## config.mk

```make
export PLATFORM = sky130hd
export DESIGN_NAME = ps_decoder_flat
export DESIGN_NICKNAME = d
export VERILOG_FILES = /design/src/rtl/ps_pkg.sv /design/src/rtl/ps_decoder_if.sv /design/src/rtl/ps_channel.sv /design/src/rtl/ps_decoder.sv /design/src/flat_wrapper.sv
export SDC_FILE = /design/constraint.sdc
export NUM_CORES = 1
export LEC_CHECK = 0
export CORE_ASPECT_RATIO = 2
export CORE_MARGIN = 5
export CORE_UTILIZATION = 65
export CTS_BUF_LIST = sky130_fd_sc_hd__clkbuf_4
export DETAILED_ROUTE_END_ITERATION = 16
export GPL_TIMING_DRIVEN = 0
export PLACE_DENSITY = 0.83
export RECOVER_POWER = 100
export SYNTH_ARGS = -nofsm -noshare
export SYNTH_HDL_FRONTEND = slang
export SYNTH_SLANG_ARGS = --single-unit
```

## constraint.sdc

```tcl
create_clock -name clk -period 4.6 [get_ports clk]
set_input_delay 1.15 -clock clk [delete_from_list [all_inputs] [get_ports clk]]
set_output_delay 1.15 -clock clk [all_outputs]
set_load 0.005 [all_outputs]
```

## src/rtl/ps_pkg.sv

```systemverilog
// ps_pkg: shared types and defaults for the PSfreq/PSamp pulse-line encoding.
// Used by the supply-side decoder and by the controller's output stage.
// Contents: FSM state type, code/counter widths, default timing, decode helpers.
package ps_pkg;

  localparam int CODE_W = 3;
  localparam int CNT_W  = 16;

  // Default line timing, in clocks.
  localparam int PS_STEP    = 16;
  localparam int PS_PERIOD  = 256;
  localparam int PS_TOL     = 8;
  localparam int PS_TIMEOUT = 1024;

  typedef enum logic [1:0] {
    ST_IDLE,
    ST_HIGH,
    ST_LOW
  } ps_state_t;

  typedef logic [CODE_W-1:0] code_t;
  typedef logic [CNT_W-1:0]  cnt_t;
  typedef logic [CNT_W:0]    units_t;

  localparam cnt_t CNT_MAX = '1;

  // Saturating increment: counters stick at all-ones instead of wrapping.
  function automatic cnt_t sat_inc(input cnt_t v);
    return (v == CNT_MAX) ? v : v + cnt_t'(1);
  endfunction

  // High time rounded to the nearest whole number of STEP units.
  function automatic units_t units(input cnt_t h, input int step);
    units_t s;
    s = {1'b0, h} + units_t'(step / 2);
    return s / units_t'(step);
  endfunction

endpackage

```

## src/rtl/ps_decoder_if.sv

```systemverilog
// ps_decoder_if: the two pulse lines plus the decoded code/status outputs.
// master: line driver / result consumer (controller loop-back or bench).
// slave:  the decoder - samples PSfreq/PSamp, drives freq/amp/valids/update/lost.
interface ps_decoder_if;
  logic          PSfreq;
  logic          PSamp;
  ps_pkg::code_t freq;
  ps_pkg::code_t amp;
  logic          freqValid;
  logic          ampValid;
  logic          update;
  logic          lost;

  modport master (
    output PSfreq, PSamp,
    input  freq, amp, freqValid, ampValid, update, lost
  );

  modport slave (
    input  PSfreq, PSamp,
    output freq, amp, freqValid, ampValid, update, lost
  );
endinterface

```

## src/rtl/ps_channel.sv

```systemverilog
// ps_channel: decodes one pulse line - 2-flop sync, edge detect, IDLE/HIGH/LOW
// frame FSM with saturating H/P counters, frame evaluation and loss timeout.
// Ports: clk, reset, line_i (async line); code_o/valid_o registered code state;
// wr_o (code written this cycle) and lost_d_o (next lost flag) feed top registers.
// Build option PSDEC_CONFIRM_EN: write a code only after two consecutive
// accepted frames decode the same value.
module ps_channel
  import ps_pkg::*;
#(
  parameter int STEP    = PS_STEP,
  parameter int PERIOD  = PS_PERIOD,
  parameter int TOL     = PS_TOL,
  parameter int TIMEOUT = PS_TIMEOUT
) (
  input  logic  clk,
  input  logic  reset,
  input  logic  line_i,
  output code_t code_o,
  output logic  valid_o,
  output logic  wr_o,
  output logic  lost_d_o
);

  localparam cnt_t P_LO = cnt_t'(PERIOD - TOL);
  localparam cnt_t P_HI = cnt_t'(PERIOD + TOL);
  localparam cnt_t TO_C = cnt_t'(TIMEOUT);

  logic      sync1_q, sync2_q, prev_q;
  ps_state_t state_q;
  cnt_t      h_q, p_q, sr_q;
  code_t     code_q;
  logic      valid_q, lost_q;
`ifdef PSDEC_CONFIRM_EN
  logic      pend_vld_q;
  code_t     pend_code_q;
`endif

  logic   rise, fall, close, accept, timeout, write, lost_d;
  cnt_t   p_inc;
  units_t n;
  code_t  new_code;

  always_comb begin
    rise  = sync2_q & ~prev_q;
    fall  = ~sync2_q & prev_q;
    // The closing rise cycle itself is part of the period.
    p_inc = sat_inc(p_q);
    n     = units(h_q, STEP);
    new_code = code_t'(n - units_t'(1));
    close = (state_q == ST_LOW) && rise;
    accept = close
          && (h_q != CNT_MAX) && (p_inc != CNT_MAX)
          && (n >= units_t'(1)) && (n <= units_t'(8))
          && (p_inc >= P_LO) && (p_inc <= P_HI);
    // A rise in the same cycle wins over the timeout.
    timeout = (state_q != ST_IDLE) && !rise && (sr_q >= TO_C);
`ifdef PSDEC_CONFIRM_EN
    write = accept && pend_vld_q && (pend_code_q == new_code);
`else
    write = accept;
`endif
    lost_d = lost_q;
    if (timeout)     lost_d = 1'b1;
    else if (accept) lost_d = 1'b0;
  end

  always_ff @(posedge clk or posedge reset) begin
    if (reset) begin
      sync1_q     <= 1'b0;
      sync2_q     <= 1'b0;
      prev_q      <= 1'b0;
      state_q     <= ST_IDLE;
      h_q         <= '0;
      p_q         <= '0;
      sr_q        <= '0;
      code_q      <= '0;
      valid_q     <= 1'b0;
      lost_q      <= 1'b0;
`ifdef PSDEC_CONFIRM_EN
      pend_vld_q  <= 1'b0;
      pend_code_q <= '0;
`endif
    end else begin
      sync1_q <= line_i;
      sync2_q <= sync1_q;
      prev_q  <= sync2_q;
      lost_q  <= lost_d;

      // Since-rise counter only runs once a frame has been opened, so an
      // idle line never reports loss.
      if (rise || timeout || state_q == ST_IDLE) sr_q <= '0;
      else                                       sr_q <= sat_inc(sr_q);

      if (write) begin
        code_q  <= new_code;
        valid_q <= 1'b1;
      end else if (timeout) begin
        valid_q <= 1'b0;
      end

`ifdef PSDEC_CONFIRM_EN
      if (timeout) begin
        pend_vld_q <= 1'b0;
      end else if (close) begin
        pend_vld_q  <= accept;
        pend_code_q <= new_code;
      end
`endif

      case (state_q)
        ST_IDLE: begin
          if (rise) begin
            state_q <= ST_HIGH;
            h_q     <= '0;
            p_q     <= '0;
          end
        end
        ST_HIGH: begin
          if (timeout) begin
            state_q <= ST_IDLE;
            h_q     <= '0;
            p_q     <= '0;
          end else begin
            h_q <= sat_inc(h_q);
            p_q <= p_inc;
            if (fall) state_q <= ST_LOW;
          end
        end
        ST_LOW: begin
          if (rise) begin
            state_q <= ST_HIGH;
            h_q     <= '0;
            p_q     <= '0;
          end else if (timeout) begin
            state_q <= ST_IDLE;
            h_q     <= '0;
            p_q     <= '0;
          end else begin
            p_q <= p_inc;
          end
        end
        default: state_q <= ST_IDLE;
      endcase
    end
  end

  assign code_o   = code_q;
  assign valid_o  = valid_q;
  assign wr_o     = write;
  assign lost_d_o = lost_d;

endmodule

```

## src/rtl/ps_decoder.sv

```systemverilog
// ps_decoder: recovers freq/amp codes from the PSfreq/PSamp pulse lines,
// checks frame timing and flags loss of either line. Ports: clk, reset
// (async, active-high), bus (ps_decoder_if.slave) with lines in, codes/status out.
// Build option PSDEC_CONFIRM_EN: codes need two matching frames before writing.
module ps_decoder
  import ps_pkg::*;
#(
  parameter int STEP    = PS_STEP,
  parameter int PERIOD  = PS_PERIOD,
  parameter int TOL     = PS_TOL,
  parameter int TIMEOUT = PS_TIMEOUT
) (
  input  logic         clk,
  input  logic         reset,
  ps_decoder_if.slave  bus
);

  code_t f_code, a_code;
  logic  f_vld, a_vld, f_wr, a_wr, f_lost_d, a_lost_d;
  logic  update_q, lost_q;

  ps_channel #(.STEP(STEP), .PERIOD(PERIOD), .TOL(TOL), .TIMEOUT(TIMEOUT)) u_freq (
    .clk      (clk),
    .reset    (reset),
    .line_i   (bus.PSfreq),
    .code_o   (f_code),
    .valid_o  (f_vld),
    .wr_o     (f_wr),
    .lost_d_o (f_lost_d)
  );

  ps_channel #(.STEP(STEP), .PERIOD(PERIOD), .TOL(TOL), .TIMEOUT(TIMEOUT)) u_amp (
    .clk      (clk),
    .reset    (reset),
    .line_i   (bus.PSamp),
    .code_o   (a_code),
    .valid_o  (a_vld),
    .wr_o     (a_wr),
    .lost_d_o (a_lost_d)
  );

  // Merged here from next-state so update/lost are true registers aligned
  // with the code registers; simultaneous writes give one update pulse.
  always_ff @(posedge clk or posedge reset) begin
    if (reset) begin
      update_q <= 1'b0;
      lost_q   <= 1'b0;
    end else begin
      update_q <= f_wr | a_wr;
      lost_q   <= f_lost_d | a_lost_d;
    end
  end

  assign bus.freq      = f_code;
  assign bus.amp       = a_code;
  assign bus.freqValid = f_vld;
  assign bus.ampValid  = a_vld;
  assign bus.update    = update_q;
  assign bus.lost      = lost_q;

endmodule

```

## src/flat_wrapper.sv

```systemverilog
// flat-port wrapper written by rule: the top's interface ports become plain ports
module ps_decoder_flat import ps_pkg::*;
#(
  parameter int STEP    = PS_STEP,
  parameter int PERIOD  = PS_PERIOD,
  parameter int TOL     = PS_TOL,
  parameter int TIMEOUT = PS_TIMEOUT
)
  (clk, reset, bus_PSfreq, bus_PSamp, bus_freq, bus_amp, bus_freqValid, bus_ampValid, bus_update, bus_lost);
  ps_decoder_if bus_i ();
  input  logic clk;
  input  logic reset;
  input wire logic [$bits(bus_i.PSfreq)-1:0] bus_PSfreq;
  input wire logic [$bits(bus_i.PSamp)-1:0] bus_PSamp;
  output wire logic [$bits(bus_i.freq)-1:0] bus_freq;
  output wire logic [$bits(bus_i.amp)-1:0] bus_amp;
  output wire logic [$bits(bus_i.freqValid)-1:0] bus_freqValid;
  output wire logic [$bits(bus_i.ampValid)-1:0] bus_ampValid;
  output wire logic [$bits(bus_i.update)-1:0] bus_update;
  output wire logic [$bits(bus_i.lost)-1:0] bus_lost;
  assign bus_i.PSfreq = bus_PSfreq;
  assign bus_i.PSamp = bus_PSamp;
  assign bus_freq = bus_i.freq;
  assign bus_amp = bus_i.amp;
  assign bus_freqValid = bus_i.freqValid;
  assign bus_ampValid = bus_i.ampValid;
  assign bus_update = bus_i.update;
  assign bus_lost = bus_i.lost;
  ps_decoder #(.STEP(STEP), .PERIOD(PERIOD), .TOL(TOL), .TIMEOUT(TIMEOUT)) u_core (.clk(clk), .reset(reset), .bus(bus_i));
endmodule
```

**After elaboration in Yosys (flattened, before gate mapping)**

Index checks and enable logic that the tools add are counted.
W data, S select, Z words.

- Eq/ne operators: 24
- Reduce and logical (&&, ||, !) cells: 38
- Bitwise operators: 10
- Add/subtract/negate cells: 10
- Muxes and demuxes: 44
- $lt $le $gt $ge: 10

Operators with widths:

| kind | count |
|---|---|
| $mux W16 | 20 |
| $pmux W16 S3 | 4 |
| $add A16 B1 Y16 const B | 6 |
| $eq A16 B16 Y1 const B | 6 |
| $ne A16 B16 Y1 const B | 4 |
| $add A16 B4 Y17 const B | 2 |
| $ge A16 B11 Y1 const B | 2 |
| $ge A16 B8 Y1 const B | 2 |
| $le A16 B9 Y1 const B | 2 |
| $ge A13 B1 Y1 const B | 2 |
| $le A13 B4 Y1 const B | 2 |
| $mux W2 | 10 |
| $logic_and A1 B1 Y1 | 18 |
| $ne A3 B3 Y1 const B | 6 |
| $pmux W2 S3 | 2 |
| $mux W1 | 8 |
| $ne A2 B2 Y1 const B | 4 |
| $reduce_and A4 Y1 | 2 |
| $reduce_bool A2 Y1 | 4 |
| $reduce_and A3 Y1 | 2 |
| $reduce_bool A3 Y1 | 2 |
| $sub A3 B1 Y3 const B | 2 |
| $and A1 B1 Y1 | 4 |
| $eq A2 B1 Y1 const B | 2 |
| 7 further kinds | 18 |

- Register bits: 118
- Output and inout port bits: 10

**Depth between registers and ports, before layout**

Gate-level depths: netlist of the first run.

- Depth in word-level cells: 12
- Gate-level depth with buffers: 12

**Modules after synthesis**

From an unflattened synthesis of the first run, not the netlist that was laid out.

- Cell total of the unflattened synthesis: 799
- Area total of the unflattened synthesis: 7,264.5 µm²

By module, submodules not included:

| module | times used | seq. area each (µm²) | area an instance (µm²) | cells an instance |
|---|---|---|---|---|
| ps_channel (u_core.u_freq) | 1 | 1,451.4 | 3,619.7 | 408 |
| ps_channel (u_core.u_amp) | 1 | 1,451.4 | 3,578.4 | 386 |
| ps_decoder | 1 | 50.0 | 66.3 | 5 |

**Least setup slack after synthesis of the first run**

OpenSTA, ideal clock, no wires.

- Path kind: reg2reg
- Start point: register u_core.u_freq.h_q[3]
- End point: register u_core.lost_q (netlist: u_core.bus.lost)
- Setup time: 0.126 ns
- Cell stages (with the launch flop): 13
- Buffers on the path: 1
- Data arrival time: 2.592 ns
- Path slack: 1.882 ns
- Cell sequence: dfrtp_1 > ha_1 > clkbuf_1 > xnor2_1 > ha_1 > a21bo_2 > a21oi_1 > nor4_1 > nor4_1 > nand3_1 > nor3b_2 > nand4_4 > a221o_1

- Word-level cells in the longest chain between the ends: 10

RTL lines:

| what | line | text |
|---|---|---|
| start: declaration | ps_channel.sv:30 | `cnt_t h_q, p_q, sr_q;` |
| start signal: assignment | ps_channel.sv:124 | `h_q <= sat_inc(h_q);` |
| parallel branches: the longest is 4 deep, another holds $add A16 B4 Y17 | -- |  |
| $logic_and A1 B1 Y1 * | ps_channel.sv:53 | `&& (n >= units_t'(1)) && (n <= units_t'(8))` |
| $logic_and A1 B1 Y1 * (2 in series) | ps_channel.sv:54 | `&& (p_inc >= P_LO) && (p_inc <= P_HI);` |
| $mux W1 * | ps_channel.sv:64 | `else if (accept) lost_d = 1'b0;` |
| $mux W1 * | ps_channel.sv:63 | `if (timeout) lost_d = 1'b1;` |
| $or A1 B1 Y1 * | ps_decoder.sv:50 | `lost_q <= f_lost_d \| a_lost_d;` |
| end signal: assignment | ps_decoder.sv:50 |  |
| end: declaration | ps_decoder.sv:20 | `logic update_q, lost_q;` |

Every way passes the cells marked *.
A chain may end at the register's enable or synchronous reset.

**Worst setup path after layout of the first run**

- Start point: register u_core.u_amp.p_q[0]
- End point: register u_core.u_amp.code_q[2] (netlist: u_core.u_amp.code_o[2])

- Word-level cells in the longest chain between the ends: 8

RTL lines:

| what | line | text |
|---|---|---|
| start: declaration | ps_channel.sv:30 |  |
| start signal: assignment | ps_channel.sv:125 | `p_q <= p_inc;` |
| start signal: assignment | ps_channel.sv:139 | `p_q <= p_inc;` |
| $add A16 B1 Y16 / $eq A16 B16 Y1 (equally long branches) | ps_pkg.sv:29 | `return (v == CNT_MAX) ? v : v + cnt_t'(1);` |
| $mux W16 * | ps_pkg.sv:29 |  |
| parallel branches: the longest is 5 deep, another holds $ge A16 B8 Y1 | -- |  |
| $logic_and A1 B1 Y1 * | ps_channel.sv:54 |  |
| end signal: assignment | ps_channel.sv:95 | `code_q <= new_code;` |
| end: declaration | ps_channel.sv:31 | `code_t code_q;` |

Marks and branches as above.

==> reports/results.txt, run 1 <==
I/O Pins - 14
most common flop cell mapped by yosys - dfrtp_1
RSZ-0062 raised after global routing - no
Max VDD drop - 0.000255 V
# DRC - 0
area leader, netlist - dfrtp_1
Die H - 156 um
Hold WC Path Type - flip-flop to flip-flop
Synth area leaders - dfrtp_1, nor2_1, ha_1
Post-CTS Setup Bufs - 0
Crit. End Element - flip-flop
die width - 83.0 um
post-CTS sizing - 0
yosys warns - 0
WL per Instance - 16.3 um
GPL Wtd Cong - 0.903
period utilization - 80.0%
count leader, synth - dfrtp_1
Fin. Hold Viols - 0
critical path depth in cells - 10
crit-path cells - ha_1 > clkbuf_1 > and3_1 > nand2_1 > nor2_1 > o21ai_0 > or4_1 > mux2i_1 > nand4_2 > mux2_1
DR iter-0 viols - 268
top cells by count, synth - dfrtp_1, nor2_1, nand2_1
core area - 0.0105 sq mm
Mapped Cells - 757
max-cap violations - 1
Routed WL - 15,500 um
post-layout util - 72.3%
crit path to - u_core.u_amp.code_o[2]
Max clock buf depth - 2
crit-path max FO - 10
Syn-to-layout area delta - 9.35%
Hold Crit Depth - 0
I/O Buffers - 13
CP top delay family - simple AND/OR/NAND/NOR gates
std cell rows - 53
leakage power - 3.23 nW
setup TNS - 0 ns
depth of the CTS H-tree - 4
layout cells sized above 1 - 8.99%
final worst path period need - 3.68 ns
CTS Sinks - 118
CP peak stage delay - 0.51 ns
synthesized area - 0.00693 sq mm
CP Buf/Inv Count - 1
syn_area_per_cell - 9.16 sq um
worst reg2reg path depth - 10
critical path class - flip-flop to flip-flop
largest net degree at the start of global routing - 70
status - complete, but fails checks
post-route antenna net violation count - 0
CP Data Required Time - 5.01 ns
Async S/R FF share, synth - 100%
Setup Skew - 0.0209 ns
Max Freq - 0.272 GHz
Critical Path AT - 4.09 ns
die area - 0.0130 sq mm
hold_buf cts - 0
CTS Root Cell - clkbuf_4
final setup vio count - 0
Max Transition Viols Final - 50
Num CTS Buffers - 17
Seq/Total Area, Yosys - 42.6%
global route overflow - 0
drt via density - 6.09
CP max-delay cell - or4_1
CP startpoint kind - flip-flop
initial core utilization - 66.1%
Layout Nets - 827
TritonCTS clock tree - done
Worst Tran Pin Value - 2.28 ns
worst r2r dst - u_core.u_amp.code_o[2]
first-pass GRT wire length - 26,600 um
vias - 5,789
Cell variety after synth - 76
number of synthesized flops with an enable pin - 0
relative max-transition margin - -52.9%
failing checks - capacitance limit, slew limit
R2R setup slack - 0.92 ns
DP HPWL - 11,500 um
Worst-path clk slew - 0.11 ns
top cell type's share of synthesized area - 42.6%
number of global-route vias before repair - 5,892
hold_ws - 0.372 ns
Clock Latency Late Sink - 0.52 ns
crit path from - u_core.u_amp.p_q[0]
flops & latches, synth - 118
RR Startpoint - u_core.u_amp.p_q[0]
total iterations of the first detailed-routing run - 5
Cell Pwr Density - 339 mW/mm^2
initial antenna violation count - 1
Tot GR Track Use - 24.9%
-- through the flow --
step	setup WS [ns]	area, sq um	total power [mW]	std cells
after global placement	-1.22	7270	1.72	916
after global routing	0.653	7580	2.72	950
after CTS	1.27	7610	2.59	949
final	0.920	7580	2.57	950
after floorplan	0.321	6960	1.57	766
after detailed placement	1.30	7300	1.75	917
-- cells by family (layout without fill, tap and decap cells) --
logic type	count (synthesis)	count (layout)	share of synthesized area, %
fa+ha+maj	24	24	4.33
mux	11	11	1.72
simple gates	338	338	26.0
other cells	1	11	0.0541
xor+xnor	59	59	7.46
flops	118	118	42.6
compound gates	151	151	14.4
buf+inv	55	101	3.45
-- worst min-delay path by stage --
stage,from,endpoint,slack (ns)
after floorplan,u_core.u_amp.sync1_q,u_core.u_amp.sync2_q,0.33
after CTS,u_core.u_freq.sync1_q,u_core.u_freq.sync2_q,0.37
final,u_core.u_freq.sync1_q,u_core.u_freq.sync2_q,0.37
after detailed placement,u_core.u_amp.sync1_q,u_core.u_amp.sync2_q,0.34
after global placement,u_core.u_amp.sync1_q,u_core.u_amp.sync2_q,0.34
after global routing,u_core.u_freq.sync1_q,u_core.u_freq.sync2_q,0.38
-- state kept, by name (all words and copies together), names as in the netlist, 2 cells and up --
register / cells
u_core.u_amp.sr_q: 16
u_core.u_freq.sr_q: 16
u_core.u_amp.p_q: 16
u_core.u_amp.code_o: 3
u_core.u_freq.code_o: 3
u_core.u_amp.h_q: 16
u_core.u_freq.state_q: 2
u_core.u_freq.p_q: 16
u_core.u_freq.h_q: 16
u_core.u_amp.state_q: 2
-- cells in the final DEF, fill, tap and decap left out, types with 15 or more instances in the layout --
| master | instances |
|---|---|
| a21oi_1 | 36 |
| and3_1 | 16 |
| clkbuf_1 | 18 |
| clkbuf_4 | 18 |
| dfrtp_1 | 118 |
| ha_1 | 24 |
| inv_1 | 23 |
| nand2_1 | 72 |
| nand3_1 | 42 |
| nand4_1 | 21 |
| nor2_1 | 87 |
| nor3_1 | 15 |
| o21ai_0 | 45 |
| xnor2_1 | 28 |
| xor2_1 | 31 |
-- routing by layer --
metal	wire length, um	vias to the layer above	global-route usage [%]	part of all wire [%]
li1	-	2781	-	-
met3	486	55	4.76	3.1
met2	8780	156	47.9	57
met1	5590	2797	25.2	36
met5	0	-	0	0
met4	600	0	12.3	3.9
-- final cells by class --
class                   count  area, sq um
multi-input cells         593         3740
flip-flops and latches    118         2950
fillers                   817         2900
clock inverters            14          184
well taps                 137          171
repair buffers             14          158
plain buffers              31          146
clock buffers              18          135
inverters                  24         91.3
diodes                      1         2.50
-- where the power goes --
group | total [mW] | switching (mW) | internal [mW]
Combinational | 0.619 | 0.435 | 0.184
Sequential | 1.12 | 0.0409 | 1.08
Clock | 0.832 | 0.401 | 0.431
(Power assumes the default switching activity.)
==> inputs of run 2 (changes only) <==
Settings changed: CORE_UTILIZATION 65 to 59, PLACE_DENSITY 0.83 to 0.79.
Clock period 4.6 ns to 3.2 ns, I/O delays scaled along.
==> run 2 against run 1 <==
Effect of this change: the run still ends with capacitance limit, slew limit left; flip-flop and latch count unchanged; global-route usage is 1.3 points lower; final cell count increased by 0.84%; critical endpoint is now u_core.bus.lost.
==> reports/results.txt, run 2 (synthesis gave the netlist of run 1 again) <==
status - complete, but fails checks
failing checks - capacitance limit, slew limit
Hold WC Path Type - flip-flop to flip-flop
I/O Buffers - 13
switching share of power - 35.2%
largest net degree at the start of global routing - 44
WL per Instance - 16.7 um
CTS Root Cell - clkbuf_4
CP startpoint kind - flip-flop
relative max-transition margin - -19.2%
Hold Crit Depth - 0
number of global-route vias before repair - 6,049
internal power - 2.22 mW
R2R setup slack - 0.11 ns
pre-CTS WS - -0.235 ns
CTS Sinks - 118
placed instance area - 0.00732 sq mm
Critical Path AT - 3.48 ns
std cell rows - 56
depth of the CTS H-tree - 4
Routed WL - 16,000 um
RSZ-0062 raised after global routing - no
crit path from - u_core.u_freq.p_q[0]
final worst path period need - 3.09 ns
Die H - 163 um
Post-Layout Cell Count - 958
Clock Latency Late Sink - 0.52 ns
hold path startpoint - u_core.u_amp.sync1_q
Cell Pwr Density - 451 mW/mm^2
CP Data Required Time - 3.59 ns
GPL Wtd Cong - 0.866
Multi-input gate area - 0.00382 sq mm
initial antenna violation count - 1
I/O Pins - 14
first-pass GRT wire length - 26,900 um
global route overflow - 0
Layout Nets - 829
core area - 0.0116 sq mm
critical path class - flip-flop to flip-flop
cell area after layout - 0.00760 sq mm
DP HPWL - 11,800 um
layout cells sized above 1 - 10.5%
drt via density - 6.12
die area - 0.0141 sq mm
post-route antenna net violation count - 0
die width - 86.6 um
Tot GR Track Use - 23.6%
Worst Tran Pin Value - 1.78 ns
Sequential Area - 0.00295 sq mm
hold worst-path end - u_core.u_amp.sync2_q
Max VDD drop - 0.000363 V
leakage power - 3.23 nW
RR Startpoint - u_core.u_freq.p_q[0]
Worst Slack Setup Final - 0.112 ns
sequential share of power - 46.8%
commonest non-fill, non-tap cells in the layout - dfrtp_1, nor2_1, nand2_1
worst r2r dst - u_core.bus.lost
Worst-path clk slew - 0.11 ns
net load switching power - 1.21 mW
Num CTS Buffers - 17
period utilization - 96.5%
Syn-to-layout area delta - 9.71%
max-cap violations - 1
TritonCTS clock tree - done
total iterations of the first detailed-routing run - 5
worst reg2reg path depth - 9
vias - 5,860
fillers - 993
DR iter-0 viols - 276
Comb pwr share - 26.1%
crit-path max FO - 9
Max Freq - 0.324 GHz
Fin. Hold Viols - 0
most common cell after layout, fill and taps aside - dfrtp_1
final setup vio count - 0
setup TNS - 0 ns
Max Transition Viols Final - 37
Max clock buf depth - 2
initial core utilization - 59.6%
Setup Skew - 0.0191 ns
DP Cell Count - 926
clock network power share - 27.1%
# DRC - 0
Crit. End Element - flip-flop
run 2: metrics by stage:
step	utilization, %	hold WS, ns	power (mW)
floorplan	-	0.331	2.26
finish	65.4	0.365	3.43
CTS	65.0	0.373	3.44
global route	65.4	0.383	3.62
global placement	62.6	0.338	2.47
detailed placement	62.9	0.342	2.52
run 2: worst max path at each step:
stage,end,slack (ns),cells past startpoint
2_1_floorplan,u_core.bus.lost,0.48,12
3_3_place_gp,u_core.bus.lost,-0.15,10
3_5_place_dp,u_core.bus.lost,-0.24,10
4_1_cts,u_core.bus.lost,0.01,9
5_1_grt,u_core.bus.lost,0.01,10
6_report,u_core.bus.lost,0.11,9
run 2: critical path, stage by stage (launching register included):
cell and delay, ns:
dfrtp_1 0.45, ha_2 0.28, nand4_1 0.24, or4_1 0.46, buf_2 0.20, nand3_2 0.13, o311ai_0 0.23, o22ai_2 0.33
nand4_4 0.20, a221o_1 0.43
run 2: power groups by stage:
stage                     combinational (mW)  sequential, mW  clock, mW
final                                  0.896            1.61      0.929
after global routing                    1.00            1.62      0.998
after CTS                              0.890            1.61      0.949
after detailed placement               0.886            1.63          0
after global placement                 0.844            1.63          0
after floorplan                        0.641            1.62          0
run 2: layout make-up:
cell class | count | area share, %
Tap cell | 145 | 2.39
Clock buffer | 22 | 2.17
Inverter | 24 | 1.20
Antenna cell | 1 | 0.0329
Buffer | 30 | 1.91
Clock inverter | 8 | 0.790
Multi-Input combinational cell | 593 | 50.2
Timing Repair Buffer | 17 | 2.44
Sequential cell | 118 | 38.8
run 2: timing repair:
item | in CTS | in global routing
hold buffers | 0 | 0
endpoints found under the setup margin | 8 | 8
pin swaps | 0 | 2
buffers inserted | 0 | 2
gates resized for setup | 4 | 5
run 2: metal layers:
metal	wire length [um]	global-route usage, %
met1	5840	23.9
met2	8910	44.4
met3	509	4.19
met4	716	12.5
met5	0	0
==> inputs of run 3 (changes only) <==
Settings changed: CORE_UTILIZATION 59 to 60, DONT_BUFFER_PORTS set to 1.
==> run 3 against run 2 <==
Effect of this change: the flow now finishes without violations; core utilization grew 0.91 points; sequential share of layout area grew 0.40 points; combinational power grew 1%; global-route usage is essentially flat; sequential power is essentially flat; register-to-register slack gained 0.04 ns; wire length shrank 1.5%; cell area shrank 1.0%; total power grew 3.8%; flip-flop and latch count is the same; final cell count shrank 1.0%; non-clock buffer count shrank 9; critical path type unchanged; critical endpoint unchanged; largest power group unchanged.
==> reports/results.txt, run 3 (synthesis gave the netlist of run 1 again) <==
status - finished, final reports clean
Crit. End Element - flip-flop
TritonCTS clock tree - done
Max Freq - 0.328 GHz
Hold WC Path Type - input pin to async pin
Worst-path clk slew - 0.11 ns
I/O Pins - 14
Die H - 162 um
Routed WL - 15,700 um
Num CTS Buffers - 17
Worst Tran Pin Value - 1.38 ns
depth of the CTS H-tree - 4
Clock Latency Late Sink - 0.53 ns
hold_ws - 0.303 ns
final worst path period need - 3.05 ns
CP startpoint kind - flip-flop
final setup vio count - 0
Max VDD drop - 0.000326 V
Tot GR Track Use - 23.6%
I/O Buffers - 0
total iterations of the first detailed-routing run - 4
Critical Path AT - 3.45 ns
drt via density - 6.14
DP Cell Count - 911
std cell rows - 55
relative max-transition margin - 7.94%
layout cells sized above 1 - 11.1%
Post-Layout Cell Count - 948
WL per Instance - 16.6 um
# DRC - 0
core area - 0.0114 sq mm
die width - 86.0 um
first-pass GRT wire length - 26,700 um
Max Transition Viols Final - 0
leakage power - 3.17 nW
commonest non-fill, non-tap cells in the layout - dfrtp_1, nor2_1, nand2_1
Fin. Hold Viols - 0
most common cell after layout, fill and taps aside - dfrtp_1
post-route antenna net violation count - 0
GPL Wtd Cong - 0.924
critical path class - flip-flop to flip-flop
Worst Slack Setup Final - 0.155 ns
CP Data Required Time - 3.61 ns
Max clock buf depth - 2
Layout Nets - 820
crit-path max FO - 9
Syn-to-layout area delta - 8.59%
period utilization - 95.2%
post-layout util - 66.3%
initial antenna violation count - 1
global route overflow - 0
initial core utilization - 61.0%
pre-CTS WS - -0.173 ns
largest net degree at the start of global routing - 38
die area - 0.0139 sq mm
CTS Sinks - 118
number of global-route vias before repair - 5,968
max-cap violations - 0
DR iter-0 viols - 232
Setup Skew - 0.0240 ns
Cell Pwr Density - 473 mW/mm^2
DP HPWL - 11,600 um
Power Total - 3.56 mW
vias - 5,822
CTS Root Cell - clkbuf_4
-- run 3: final cells by class --
cell class                      instances  area, sq um
Timing Repair Buffer                    7         61.3
Clock inverter                         11          109
Fill cell                             917         3830
Buffer                                 31          149
Multi-Input combinational cell        593         3820
Antenna cell                            1         2.50
Sequential cell                       118         2950
Tap cell                              142          178
Clock buffer                           21          158
Inverter                               24         91.3
-- run 3: repair_timing --
item	in CTS	in global routing
setup buffers	0	4
pin swaps	0	3
hold buffers	0	0
endpoints found under the setup margin	5	8
resized for setup	2	7
-- run 3: routing by layer --
layer  GRT usage [%]  routed length [um]  vias up
met5               0                   0        -
met4            11.2                 530        0
met3            5.03                 410       45
met2            43.8                8940      116
met1            24.5                5850     2888
li1                -                   -     2773
-- run 3: worst paths after layout --
check | slack [ns] | start | to | depth (start not counted)
min in group clk | 0.30 | bus_PSfreq | u_core.u_freq.sync1_q | 0
max in group asynchronous | 0.60 | reset | u_core.u_amp.p_q[12] | 4
max | 0.15 | u_core.u_freq.p_q[0] | u_core.bus.lost | 9
min | 0.30 | reset | u_core.u_amp.sr_q[8] | 1
max reg2reg | 0.15 | u_core.u_freq.p_q[0] | u_core.bus.lost | 9
min reg2reg | 0.36 | u_core.u_amp.sync1_q | u_core.u_amp.sync2_q | 0
-- run 3: critical path, cell delays in order, from the launching register on --
cell and delay, ns:
dfrtp_1 0.46, ha_2 0.28, nand4_1 0.25, or4_1 0.48
buf_2 0.21, nand3_2 0.14, o311ai_0 0.17, o22ai_2 0.32
nand4_4 0.21, a221o_1 0.42
-- run 3: metrics by stage --
stage | cell area, sq um | setup TNS (ns)
after CTS | 7480 | 0
after detailed placement | 7210 | -0.651
after floorplan | 6970 | 0
final | 7530 | 0
after global placement | 7150 | -0.297
after global routing | 7530 | -0.0309
-- run 3: power by group --
group | switching, mW | internal [mW]
clock network | 0.559 | 0.486
logic | 0.643 | 0.264
registers | 0.0578 | 1.55
total | 1.26 | 2.30
